===== config.mk =====
export PLATFORM = sky130hd
export DESIGN_NAME = medidor_periodo_flat
export DESIGN_NICKNAME = d
export VERILOG_FILES = /design/src/rtl/medidor_periodo_if.sv /design/src/rtl/medidor_periodo.sv /design/src/flat_wrapper.sv
export SDC_FILE = /design/constraint.sdc
export NUM_CORES = 1
export LEC_CHECK = 0
export BUFFER_PORTS_ARGS = -buffer_cell sky130_fd_sc_hd__buf_2
export CAP_MARGIN = 10
export CORE_AREA = 2 2 41 43
export CTS_CLUSTER_DIAMETER = 40
export DETAILED_ROUTE_END_ITERATION = 6
export DIE_AREA = 0 0 43 45
export MAX_ROUTING_LAYER = met4
export PLACE_DENSITY = 0.79
export SLEW_MARGIN = 20
export SYNTH_ARGS = -nofsm -noshare
export SYNTH_HDL_FRONTEND = slang
export SYNTH_SLANG_ARGS = --single-unit

===== constraint.sdc =====
create_clock -name clk -period 2.8 [get_ports clk]
set_input_delay 0.14 -clock clk [delete_from_list [all_inputs] [get_ports clk]]
set_output_delay 0.14 -clock clk [all_outputs]
set_load 0.05 [all_outputs]

===== src/rtl/medidor_periodo_if.sv =====
// Interface between a terminal-count source and the period meter.
// The meter takes the slave side; whoever drives fim and watches the results takes master.
interface medidor_periodo_if #(
  parameter int LARGURA = 5
);
  logic               fim;
  logic [LARGURA-1:0] valor_medido;
  logic               valido;
  logic               novo;
  logic               mudou;
  logic               estouro;

  modport master (
    output fim,
    input  valor_medido, valido, novo, mudou, estouro
  );

  modport slave (
    input  fim,
    output valor_medido, valido, novo, mudou, estouro
  );
endinterface


===== src/rtl/medidor_periodo.sv =====
// Recovers a counter's programmed maximum by timing the gap between fim rising edges.
// Reports interval-1 and flags new values, changed values and over-long intervals.
module medidor_periodo #(
  parameter int LARGURA = 5
) (
  input  logic              clk,
  input  logic              reset,
  medidor_periodo_if.slave  bus
);

  typedef enum logic [1:0] {
    ESPERA,
    MEDINDO,
    ESTOURO
  } estado_t;

  localparam logic [LARGURA-1:0] CNT_MAX = '1;

  estado_t            estado_q, estado_d;
  logic [LARGURA-1:0] cnt_q, cnt_d;
  logic [LARGURA-1:0] valor_q, valor_d;
  logic               valido_q, valido_d;
  logic               novo_q, novo_d;
  logic               mudou_q, mudou_d;
  logic               estouro_q, estouro_d;
  logic               fim_r_q, fim_r_d;
  logic               evento;

  assign evento = bus.fim & ~fim_r_q;

  always_comb begin
    // NOTE: every next-state value gets a default up front so no path leaves it unassigned (no latches).
    estado_d  = estado_q;
    cnt_d     = cnt_q;
    valor_d   = valor_q;
    valido_d  = valido_q;
    novo_d    = 1'b0;
    mudou_d   = 1'b0;
    estouro_d = estouro_q;
    fim_r_d   = bus.fim;

    unique case (estado_q)
      ESPERA: begin
        cnt_d = '0;
        if (evento) estado_d = MEDINDO;
      end

      MEDINDO: begin
        if (evento) begin
          valor_d  = cnt_q;
          valido_d = 1'b1;
          novo_d   = 1'b1;
          mudou_d  = valido_q && (cnt_q != valor_q);
          cnt_d    = '0;
        end else if (cnt_q != CNT_MAX) begin
          cnt_d = cnt_q + LARGURA'(1);
        end else begin
          // Interval longer than the widest representable value: stale result is withdrawn.
          estado_d  = ESTOURO;
          estouro_d = 1'b1;
          valido_d  = 1'b0;
        end
      end

      ESTOURO: begin
        if (evento) begin
          estado_d  = MEDINDO;
          cnt_d     = '0;
          estouro_d = 1'b0;
        end
      end

      default: estado_d = ESPERA;
    endcase
  end

  // NOTE: sequential state uses non-blocking assignments so all flops sample the same pre-edge values.
  always_ff @(posedge clk) begin
    if (reset) begin
      estado_q  <= ESPERA;
      cnt_q     <= '0;
      valor_q   <= '0;
      valido_q  <= 1'b0;
      novo_q    <= 1'b0;
      mudou_q   <= 1'b0;
      estouro_q <= 1'b0;
      fim_r_q   <= 1'b1;  // fim held high through reset is not an edge
    end else begin
      estado_q  <= estado_d;
      cnt_q     <= cnt_d;
      valor_q   <= valor_d;
      valido_q  <= valido_d;
      novo_q    <= novo_d;
      mudou_q   <= mudou_d;
      estouro_q <= estouro_d;
      fim_r_q   <= fim_r_d;
    end
  end

  assign bus.valor_medido = valor_q;
  assign bus.valido       = valido_q;
  assign bus.novo         = novo_q;
  assign bus.mudou        = mudou_q;
  assign bus.estouro      = estouro_q;

endmodule


===== src/flat_wrapper.sv =====
// flat-port wrapper written by rule: the top's interface ports become plain ports
module medidor_periodo_flat 
#(
  parameter int LARGURA = 5
)
  (clk, reset, bus_fim, bus_valor_medido, bus_valido, bus_novo, bus_mudou, bus_estouro);
  medidor_periodo_if #(.LARGURA(LARGURA)) bus_i ();
  input  logic clk;
  input  logic reset;
  input wire logic [$bits(bus_i.fim)-1:0] bus_fim;
  output wire logic [$bits(bus_i.valor_medido)-1:0] bus_valor_medido;
  output wire logic [$bits(bus_i.valido)-1:0] bus_valido;
  output wire logic [$bits(bus_i.novo)-1:0] bus_novo;
  output wire logic [$bits(bus_i.mudou)-1:0] bus_mudou;
  output wire logic [$bits(bus_i.estouro)-1:0] bus_estouro;
  assign bus_i.fim = bus_fim;
  assign bus_valor_medido = bus_i.valor_medido;
  assign bus_valido = bus_i.valido;
  assign bus_novo = bus_i.novo;
  assign bus_mudou = bus_i.mudou;
  assign bus_estouro = bus_i.estouro;
  medidor_periodo #(.LARGURA(LARGURA)) u_core (.clk(clk), .reset(reset), .bus(bus_i));
endmodule

After elaboration in Yosys (flattened, before gate mapping)
Index checks and enable logic that the tools add are counted.
- register bits: 17
- input port bits: 3
- output and inout port bits: 9
- logic and storage cells: 50
- add/subtract/negate cells: 1
- eq/ne operators: 10
- mux-type cells: 15
- bitwise logic cells: 4
- reduce and logical (&&, ||, !) cells: 12
- operators with widths (cell ; count):
    two-way mux 5 bit ; 3
    one-hot mux 5 bit (3 select lines) ; 1
    two-way mux 1 bit ; 6
    two-way mux 2 bit ; 3
    inequality test 2 x 1 -> 1 bit, second input constant ; 3
    AND reduction 3 bit ; 2
    adder 5 x 1 -> 5 bit, second input constant ; 1
    inequality test 5 bit ; 1
    inequality test 5 bit, second input constant ; 1
    inequality test 2 bit, second input constant ; 2
    one-hot mux 2 bit (2 select lines) ; 1
    AND reduction 2 bit ; 2
    AND reduction 4 bit ; 1
    OR reduction 2 bit ; 2
    inequality test 3 x 1 -> 1 bit, second input constant ; 1
    NOT 1 bit ; 3
    nonzero test 3 bit ; 1
    OR reduction 3 bit ; 1
    equality test 2 x 1 -> 1 bit, second input constant ; 1
    equality test 2 bit, second input constant ; 1
    zero test 2 bit ; 1
    one-hot mux 1 bit (2 select lines) ; 1
    nonzero test 2 bit ; 1
    AND 1 bit ; 1
    logical AND 1 bit ; 1

Logic depth before layout (Yosys ltp)
Gate-level depths: netlist of the first run.
- word-level depth: 4
- gate-level depth with buffers: 7
- mapped depth without buffers: 7

Worst setup path after synthesis of the first run
Ideal clock, no wire load.
- path type: reg-to-reg
- from: register u_core.cnt_q[0]
- to: register u_core.valido_q (netlist: u_core.bus.valido)
- library setup time: 128 ps
- arrival: 1483 ps
- required time: 2672 ps
- setup slack: 1190 ps
- cell stages (with the launch flop): 8
- path buffers: 0
- period minus slack after synthesis: 1610 ps
- path through: dfxtp_1 ha_1 and3_1 ha_1 nand2_1 or2_2 a21oi_1 nor2_1
- word-level cells in the longest chain between the ends: 3
- RTL lines (item ; RTL line ; source):
    from (decl) ; medidor_periodo.sv:20 ; logic [LARGURA-1:0] cnt_q, cnt_d;
    from (signal assigned) ; medidor_periodo.sv:90 ; cnt_q <= cnt_d;
    inequality test 5 bit ; medidor_periodo.sv:55 ; end else if (cnt_q != CNT_MAX) begin
    inequality test 2 x 1 -> 1 bit (no source line) ; - ;
    AND reduction 2 bit (no source line) ; - ;
    to (signal assigned) ; medidor_periodo.sv:92 ; valido_q <= valido_d;
    to (decl) ; medidor_periodo.sv:22 ; logic valido_q, valido_d;
No other way between the ends.
A chain may end at the register's enable or synchronous reset.

Worst setup path after layout of the first run
Ends and elaborated chain as after synthesis.

==> flow_summary.ini, run 1 <==
[outcome]
status = finished, final reports clean

[floorplanning]
dieWidth_um = 43
start_util = 0.543
die_h_um = 45
pin_count = 12
num_rows = 14
core_mm2 = 0.00147
dieArea_mm2 = 0.00194

[final_layout]
fin_cells = 106
layout-drive-gt1-share = 0.278
diodes = 0
fin_nets = 96
n_fill_cell = 122
syn2layout_area_growth_pct = 11.9

[placement]
gp_congestion = 0.815
placedCellCount = 102
dp_slack_ps = 1070
portBuffers = 11
detailed_place_hpwl_um = 1020

[clock_tree]
cts_tree = done
htreeDepth = 1
ctsResizeCount = 0
cts_buffers = 3
clock_latency_ps = 300
cts_sinks = 17
cts_hold_buf = 0
clk_pin_slew_ps = 100
cts_buffer_depth = 2
cts_setup_buffers = 0
root_buffer = clkbuf_4

[critical_path]
cp.required_ps = 2990
arrival_ps = 1950
cp-start-kind = flop
path_buf_inv = 0
reg2reg_from = u_core.cnt_q[0]$_SDFFE_PP0P_
path_delay_family = simple AND/OR/NAND/NOR gates
crit_top_cell = ha_1
r2r_end = u_core.bus.valido$_SDFFE_PP0P_
end_kind = flop
path_max_fanout = 6
cp_cell_sequence = ha_1, and3_1, ha_1, nand2_1, or2_2, a21oi_1, nor2_1
ff2ff_path_depth = 7
cpPeakStageDelay_ps = 460
critPathKind = reg2reg
cpMaxStageDelayCell = dfxtp_1
startpoint = u_core.cnt_q[0]$_SDFFE_PP0P_
rrSetupSlack_ps = 1040

[logic_synthesis]
syn-cell-area_um2 = 800
synth_xor_area_frac = 0.0657
synth_top_cell_area_share = 0.426
yosysWarnings = 0
ys_ff_latch = 17
synthCells = 77
synth.distinct_cells = 32
synth_top_area_cell = dfxtp_1
synthSimpleGateAreaFrac = 0.254
postSynth.asyncResetShare = 0
yosysMostFrequentCell = dfxtp_1
synth_area_leaders = dfxtp_1 43%, mux2i_1 6.3%, nand2b_1 5.5%, xnor2_1 4.4%, a2bb2oi_4 3.3%
synth_compound_gate_area_share = 0.147
syn_area_per_cell_um2 = 10.4
synth_flop_cell = dfxtp_1
synth_edf_count = 0
synth_top_family_by_area = simple AND/OR/NAND/NOR gates
synth-adder-area-share = 0.0313
syn_nets = 82
yosysSeqAreaShare = 0.426
synthMuxAreaShare = 0.0626
synth_commonest_cells = 17 x dfxtp_1, 7 x nand2b_1, 7 x nor2_1, 5 x mux2i_1

[sta]
relSlewSlack = 0.683
finalWorstSetupSlack_ps = 1040
clock_skew_ps = 4.25
worst_slew_pin_slew_ps = 475
fin_tns_setup_ps = 0
rsz0062_at_grt = no
post-route-period-util = 0.629
report.final.slew_viol_count = 0
finalSetupViolCount = 0
fmax_mhz = 568
finalHoldViolations = 0
min_period_ps = 1760
holdWs_ps = 56.0

[routing]
vias_per_cell = 5.72
drcViolationCount = 0
routedWlPerCell_um = 13.1
wl_um = 1390
num_vias = 606
drt_iter0_markers = 14
postRouteAntennaNets = 0
firstDrtPassIters = 4

[pwr]
p_leak_uw = 0.000384
p_per_area_mw_per_mm2 = 452
vdd_drop_max_mv = 0.266

[hold_path]
hold_class = in2reg
hold_path_end = u_core.fim_r_q$_SDFF_PP1_
hold_depth = 2
min_from = bus_fim

[grt]
antenna_found_initial = 0
grt_start_max_net_pins = 18
grt_usage = 0.178
first_global_vias = 546
grt_first_pass_wirelength_um = 2370
grt_overflow = 0

[run]
maxCapViolCount = 0
layer usage:
metal / vias to the layer above / part of all wire / global-route usage
met4: 0 / 0.038 / 0.127
li1: 298 / - / -
met5: - / 0 / -
met2: 17 / 0.46 / 0.270
met1: 284 / 0.45 / 0.220
met3: 7 / 0.045 / 0.0240
worst max path at each step:
stage | cells past startpoint | slack (ps) | endpoint
5_1_grt | 6 | 940 | u_core.estado_q[1]$_SDFFE_PP0P_
2_1_floorplan | 7 | 1190 | u_core.bus.valido$_SDFFE_PP0P_
4_1_cts | 6 | 1040 | u_core.estado_q[1]$_SDFFE_PP0P_
3_3_place_gp | 7 | 1120 | u_core.bus.valido$_SDFFE_PP0P_
6_report | 7 | 1040 | u_core.bus.valido$_SDFFE_PP0P_
3_5_place_dp | 7 | 1070 | u_core.bus.valido$_SDFFE_PP0P_
kinds of logic (layout without fill, tap and decap cells):
logic type / after synthesis / in the layout
AOI/OAI and AO/OA: 13 / 13
xor gates and xnor gates: 6 / 6
adders and majority gates: 2 / 2
buffers and inverters: 3 / 16
DFF: 17 / 17
muxes: 5 / 5
and+or+nand+nor: 31 / 31
power by group:
part           total (uW)  leakage [uW]  switching (uW)  internal, uW
clock network         136     0.0000177            82.4          53.3
logic                22.4      0.000229            13.1          9.31
registers             247      0.000137            2.67           244
worst reg2reg max path, stage by stage (launching register included):
cell and delay [ps]:
dfxtp_1 460, ha_1 230, and3_1 170, ha_1 180, nand2_1 120, or2_2 310
a21oi_1 140, nor2_1 50
cells in the final DEF, fill, tap and decap left out, drive strengths merged:
cell / instances
a211o: 1
a211oi: 1
a21oi: 2
a221oi: 1
a2bb2oi: 2
a31oi: 1
and3: 1
buf: 11
clkbuf: 3
clkinv: 1
dfxtp: 17
ha: 2
inv: 1
mux2i: 5
nand2: 2
nand2b: 7
nand3: 4
nand3b: 1
nor2: 8
nor2b: 1
nor3: 2
o21ai: 2
o22ai: 1
o311a: 1
o32ai: 1
or2: 2
or2b: 2
or3b: 1
xnor2: 4
xor2: 2
through the flow:
step           utilization  instance area [um^2]  total power (uW)
6_report             0.608                   895               405
5_1_grt              0.608                   895               418
4_1_cts              0.608                   895               408
3_5_place_dp         0.589                   867               275
3_3_place_gp         0.589                   867               274
2_1_floorplan            -                   800               270
area by class of cell:
| cell class | instances | area [um^2] | area share |
|---|---|---|---|
| Clock inverter | 1 | 5.00 | 0.00559 |
| Sequential cell | 17 | 340 | 0.380 |
| Tap cell | 16 | 20.0 | 0.0224 |
| Multi-Input combinational cell | 57 | 448 | 0.501 |
| Clock buffer | 3 | 22.5 | 0.0252 |
| Inverter | 1 | 3.75 | 0.00420 |
| Timing Repair Buffer | 11 | 55.1 | 0.0615 |
sequential cells by signal, indices dropped and copies added (netlist names):
| name | cells |
|---|---|
| u_core.bus.valor_medido | 5 |
| u_core.cnt_q | 5 |
| u_core.estado_q | 2 |
| u_core.bus.estouro | 1 |
| u_core.bus.mudou | 1 |
| u_core.bus.novo | 1 |
| u_core.bus.valido | 1 |
| u_core.fim_r_q | 1 |
Power figures use the tool's default switching activity.
==> inputs of run 2 (changes only) <==
ABC_AREA = 1   (was default)
CORE_AREA = 2 2 43 45   (was 2 2 41 43)
DIE_AREA = 0 0 45 47   (was 0 0 43 45)
PLACE_DENSITY = 0.74   (was 0.79)
clock period = 1.8 ns   (was 2.8 ns; I/O delays follow)
==> flow_summary.ini, run 2 <==
[outcome]
status = finished, final reports clean

[critical_path]
cpMaxStageDelayCell = dfxtp_1
path_buf_inv = 0
critPathKind = reg2reg
path_max_fanout = 8
end_kind = flop
cp_cell_sequence = ha_1, nand2_1, nor2_1, ha_1, nand3_2, nand3_4, nand2_1, nand2_1, nor2_2
path_delay_family = simple AND/OR/NAND/NOR gates
arrival_ps = 1710
rrSetupSlack_ps = 270
cpPeakStageDelay_ps = 420
crit_top_cell = nand2_1
cp.required_ps = 1980
cp-start-kind = flop

[logic_synthesis]
synth_top_cell_area_share = 0.416
postSynth.asyncResetShare = 0
yosysWarnings = 0
synth_edf_count = 0
syn_nets = 108
synth.distinct_cells = 20
synth_area_leaders = dfxtp_1 42%, nand2_1 11%, a21oi_1 7.3%, xnor2_1 5.4%, inv_1 5.0%
yosysMostFrequentCell = nand2_1
ys_ff_latch = 17
synth_commonest_cells = 24 x nand2_1, 17 x dfxtp_1, 12 x a21oi_1, 11 x inv_1
synthCells = 103
syn_area_per_cell_um2 = 7.94
yosysSeqAreaShare = 0.416
synth_flop_cell = dfxtp_1
syn-cell-area_um2 = 818
synth_top_area_cell = dfxtp_1

[floorplanning]
pin_count = 12
start_util = 0.495
core_mm2 = 0.00165
die_h_um = 47
dieArea_mm2 = 0.00212
num_rows = 15
dieWidth_um = 45

[routing]
postRouteAntennaNets = 0
num_vias = 658
drt_iter0_markers = 8
routedWlPerCell_um = 10.9
firstDrtPassIters = 3
met1_length_um = 673
vias_per_cell = 4.91
wl_met2_um = 709
wl_um = 1460
dr_wl_met3_um = 39
drcViolationCount = 0
highest_layer = met4

[final_layout]
layout-drive-gt1-share = 0.248
fin_nets = 123
layout_commonest_cell = nand2_1
mostFrequentLayoutCells = 24 x nand2_1, 17 x dfxtp_1, 12 x a21oi_1
diodes = 0
syn2layout_area_growth_pct = 11.5
n_fill_cell = 173

[sta]
fmax_mhz = 654
worst_slew_pin_slew_ps = 518
report.final.slew_viol_count = 0
post-route-period-util = 0.849
min_period_ps = 1530
fin_tns_setup_ps = 0
clock_skew_ps = 2.79
finalSetupViolCount = 0
relSlewSlack = 0.654
rsz0062_at_grt = no
finalHoldViolations = 0

[grt]
antenna_found_initial = 0
grt_first_pass_wirelength_um = 2430
first_global_vias = 610
grt_usage = 0.167
grt_overflow = 0
grt_start_max_net_pins = 14

[placement]
portBuffers = 11
gp_congestion = 0.850
detailed_place_hpwl_um = 1120

[clock_tree]
clock_latency_ps = 280
cts_tree = done
root_buffer = clkbuf_4
cts_sinks = 17
cts_buffers = 3
cts_buffer_depth = 2
cts_hold_buf = 1
cts_setup_buffers = 0
ctsResizeCount = 0
clk_pin_slew_ps = 90
htreeDepth = 1

[run]
maxCapViolCount = 0

[pwr]
p_per_area_mw_per_mm2 = 690
p_leak_uw = 0.000407
vdd_drop_max_mv = 0.509
power_uw = 629

[hold_path]
hold_class = in2reg
run 2: cell count changes in the layout (fill, tap and decap cells not counted), sizes merged, moves of 4 or more:
cell	delta
nand2	+24
mux2i	-5
a21oi	+10
nor2	+5
inv	+10
nand2b	-7
o21ai	+4
run 2: path summary, 6_finish.rpt:
path                                     end  cells after the start                            start
max             u_core.cnt_q[0]$_SDFFE_PP0P_                      9     u_core.cnt_q[1]$_SDFFE_PP0P_
max reg2reg     u_core.cnt_q[0]$_SDFFE_PP0P_                      9     u_core.cnt_q[1]$_SDFFE_PP0P_
min reg2reg  u_core.bus.estouro$_SDFFE_PP0P_                      2  u_core.bus.estouro$_SDFFE_PP0P_
min                u_core.fim_r_q$_SDFF_PP1_                      3                          bus_fim
run 2: layout make-up:
class	count	area [um^2]	share of cell area
Sequential cell	17	340	0.373
Multi-Input combinational cell	73	418	0.458
Timing Repair Buffer	12	65.1	0.0713
Inverter	11	41.3	0.0453
Tap cell	17	21.3	0.0233
Clock buffer	4	26.3	0.0288
run 2: stage by stage:
stage	setup slack (ps)	area (um^2)	util	std cells	hold WS (ps)
global route	114	912	0.552	134	28.6
global placement	319	876	0.530	129	300
CTS	262	912	0.552	134	11.6
floorplan	419	818	-	103	159
finish	272	912	0.552	134	10.9
detailed placement	282	876	0.530	129	299
run 2: logic make-up (layout without fill, tap and decap cells):
group / after synthesis / after routing / share of synthesized area
adders and majority gates: 2 / 2 / 0.0306
AOI/OAI and AO/OA: 19 / 19 / 0.141
buffers and inverters: 13 / 27 / 0.0734
and+or+nand+nor: 47 / 47 / 0.286
DFF: 17 / 17 / 0.416
xor gates and xnor gates: 5 / 5 / 0.0535
run 2: power by group:
group / internal, uW / total [uW] / switching (uW) / leakage (uW)
logic: 15.3 / 45.9 / 30.6 / 0.000255
registers: 381 / 387 / 5.55 / 0.000138
clock network: 86.0 / 197 / 111 / 0.0000150
total: 482 / 629 / 147 / 0.000407
run 2: worst reg2reg max path, stage by stage (launching register included):
cell	delay (ps)
dfxtp_1	420
ha_1	200
nand2_1	70
nor2_1	100
ha_1	180
nand3_2	150
nand3_4	130
nand2_1	60
nand2_1	70
nor2_2	50
run 2: routing by layer:
metal,vias to the layer above,track usage
met5,-,-
met4,0,0.106
met3,4,0.0231
met2,8,0.283
met1,287,0.184
li1,359,-
==> inputs of run 3 (changes only) <==
ABC_AREA = 0   (was 1)
CORE_AREA = 2 2 42 44   (was 2 2 43 45)
DIE_AREA = 0 0 44 46   (was 0 0 45 47)
PLACE_DENSITY = 0.76   (was 0.74)
clock period = 1.5 ns   (was 1.8 ns; I/O delays follow)
==> flow_summary.ini, run 3 (synthesis gave the netlist of run 1 again) <==
[critical_path]
arrival_ps = 1670
path_buf_inv = 0
cp.required_ps = 1670
end_kind = flop
crit_top_cell = ha_4
cpPeakStageDelay_ps = 360
cp_cell_sequence = ha_4, and3_4, ha_4, nand2_4, a2bb2oi_4, nand2b_1, a21oi_1
path_max_fanout = 8
cpMaxStageDelayCell = dfxtp_4
critPathKind = reg2reg
cp-start-kind = flop
path_delay_family = simple AND/OR/NAND/NOR gates

[run]
maxCapViolCount = 0

[clock_tree]
clock_latency_ps = 290
cts_sinks = 17
root_buffer = clkbuf_4
cts_hold_buf = 0
cts_buffer_depth = 2
cts_tree = done
clk_pin_slew_ps = 100
htreeDepth = 1
cts_buffers = 3

[floorplanning]
core_mm2 = 0.00161
dieArea_mm2 = 0.00202
pin_count = 12
start_util = 0.495
dieWidth_um = 44
num_rows = 15
die_h_um = 46

[final_layout]
syn2layout_area_growth_pct = 25.2
diodes = 0
layout_commonest_cell = dfxtp_1
fin_cells = 113
mostFrequentLayoutCells = 15 x dfxtp_1, 11 x buf_2, 7 x nand2b_1, 7 x nor2_1, 6 x buf_4
fin_nets = 102
layout-drive-gt1-share = 0.406
finalInstanceArea_mm2 = 0.00100

[routing]
met1_length_um = 725
drt_iter0_markers = 7
highest_layer = met4
routedWlPerCell_um = 14.2
wl_met2_um = 796
wl_um = 1600
firstDrtPassIters = 4
num_vias = 636
dr_wl_met3_um = 53
drcViolationCount = 0
postRouteAntennaNets = 0
vias_per_cell = 5.63

[sta]
rsz0062_at_grt = yes
min_period_ps = 1500
fin_tns_setup_ps = 0
finalWorstSetupSlack_ps = 2.27
report.final.slew_viol_count = 0
relSlewSlack = 0.775
worst_slew_pin_slew_ps = 338
finalSetupViolCount = 0
clock_skew_ps = 6.11
post-route-period-util = 0.998
finalHoldViolations = 0
fmax_mhz = 668

[placement]
portBuffers = 11
placedCellCount = 108
detailed_place_hpwl_um = 1120
gp_congestion = 0.805
dp_slack_ps = -38.4
placed_cell_area_um2 = 925

[grt]
grt_first_pass_wirelength_um = 2710
grt_usage = 0.190
grt_start_max_net_pins = 18
first_global_vias = 633
antenna_found_initial = 0
grt_overflow = 0

[hold_path]
hold_class = in2reg

[pwr]
p_per_area_mw_per_mm2 = 747
p_leak_uw = 0.000426
vdd_drop_max_mv = 0.436

[outcome]
status = finished, final reports clean
-- run 3: cell count changes in the layout (fill, tap and decap cells not counted), moves of 4 or more --
cell | previous run | this run
nand2_1 | 24 | 0
a21oi_1 | 12 | 1
inv_1 | 11 | 1
nand2b_1 | 0 | 7
buf_4 | 0 | 6
nor2_2 | 6 | 0
mux2i_1 | 0 | 5
o21ai_2 | 4 | 0
-- run 3: timing repair --
| item | CTS | global route |
|---|---|---|
| endpoints found under the setup margin | 4 | 7 |
| gates resized for setup | 5 | 1 |
| buffers inserted | 1 | 0 |
| pin swaps | 3 | 3 |
-- run 3: routing by layer --
metal | vias to the layer above | GRT usage
met4 | 0 | 0.0788
met2 | 15 | 0.321
met5 | - | -
met3 | 4 | 0.0357
met1 | 305 | 0.221
li1 | 312 | -
-- run 3: stage by stage --
stage / total power (uW) / hold WS, ps / utilization
5_1_grt: 782 / 10.9 / 0.620
4_1_cts: 759 / 0.980 / 0.617
6_report: 748 / 7.34 / 0.620
3_5_place_dp: 516 / 304 / 0.573
3_3_place_gp: 515 / 298 / 0.573
2_1_floorplan: 504 / 179 / -
-- run 3: layout make-up --
| type | count | area [um^2] |
|---|---|---|
| clock buffer | 4 | 26.3 |
| fill | 140 | 613 |
| sequential | 17 | 345 |
| tap | 17 | 21.3 |
| timing repair buffer | 17 | 100 |
| inverter | 1 | 3.75 |
| multi-input combinational | 57 | 504 |
-- run 3: final timing paths --
kind	startpoint	to	slack [ps]	cells past startpoint
setup / recovery	u_core.cnt_q[0]$_SDFFE_PP0P_	u_core.cnt_q[2]$_SDFFE_PP0P_	2	7
setup reg to reg	u_core.cnt_q[0]$_SDFFE_PP0P_	u_core.cnt_q[2]$_SDFFE_PP0P_	2	7
hold reg to reg	u_core.bus.valido$_SDFFE_PP0P_	u_core.bus.mudou$_SDFF_PP0_	490	1
hold / removal	bus_fim	u_core.fim_r_q$_SDFF_PP1_	7	2
-- run 3: power by group --
| part | total (uW) | internal (uW) | leakage (uW) | switching, uW |
|---|---|---|---|---|
| sequential | 459 | 454 | 0.000139 | 5.17 |
| clock | 241 | 103 | 0.0000150 | 138 |
| combinational | 47.4 | 20.4 | 0.000272 | 27.0 |
| total | 748 | 578 | 0.000426 | 170 |
-- run 3: worst register-to-register path, delay by kind of cell, from the launching register on --
family / cells / cell delay (ps)
AO/OA/AOI/OAI: 2 / 280
adder cells (fa/ha/maj): 2 / 320
flip-flops: 1 / 360
AND/OR/NAND/NOR: 3 / 410
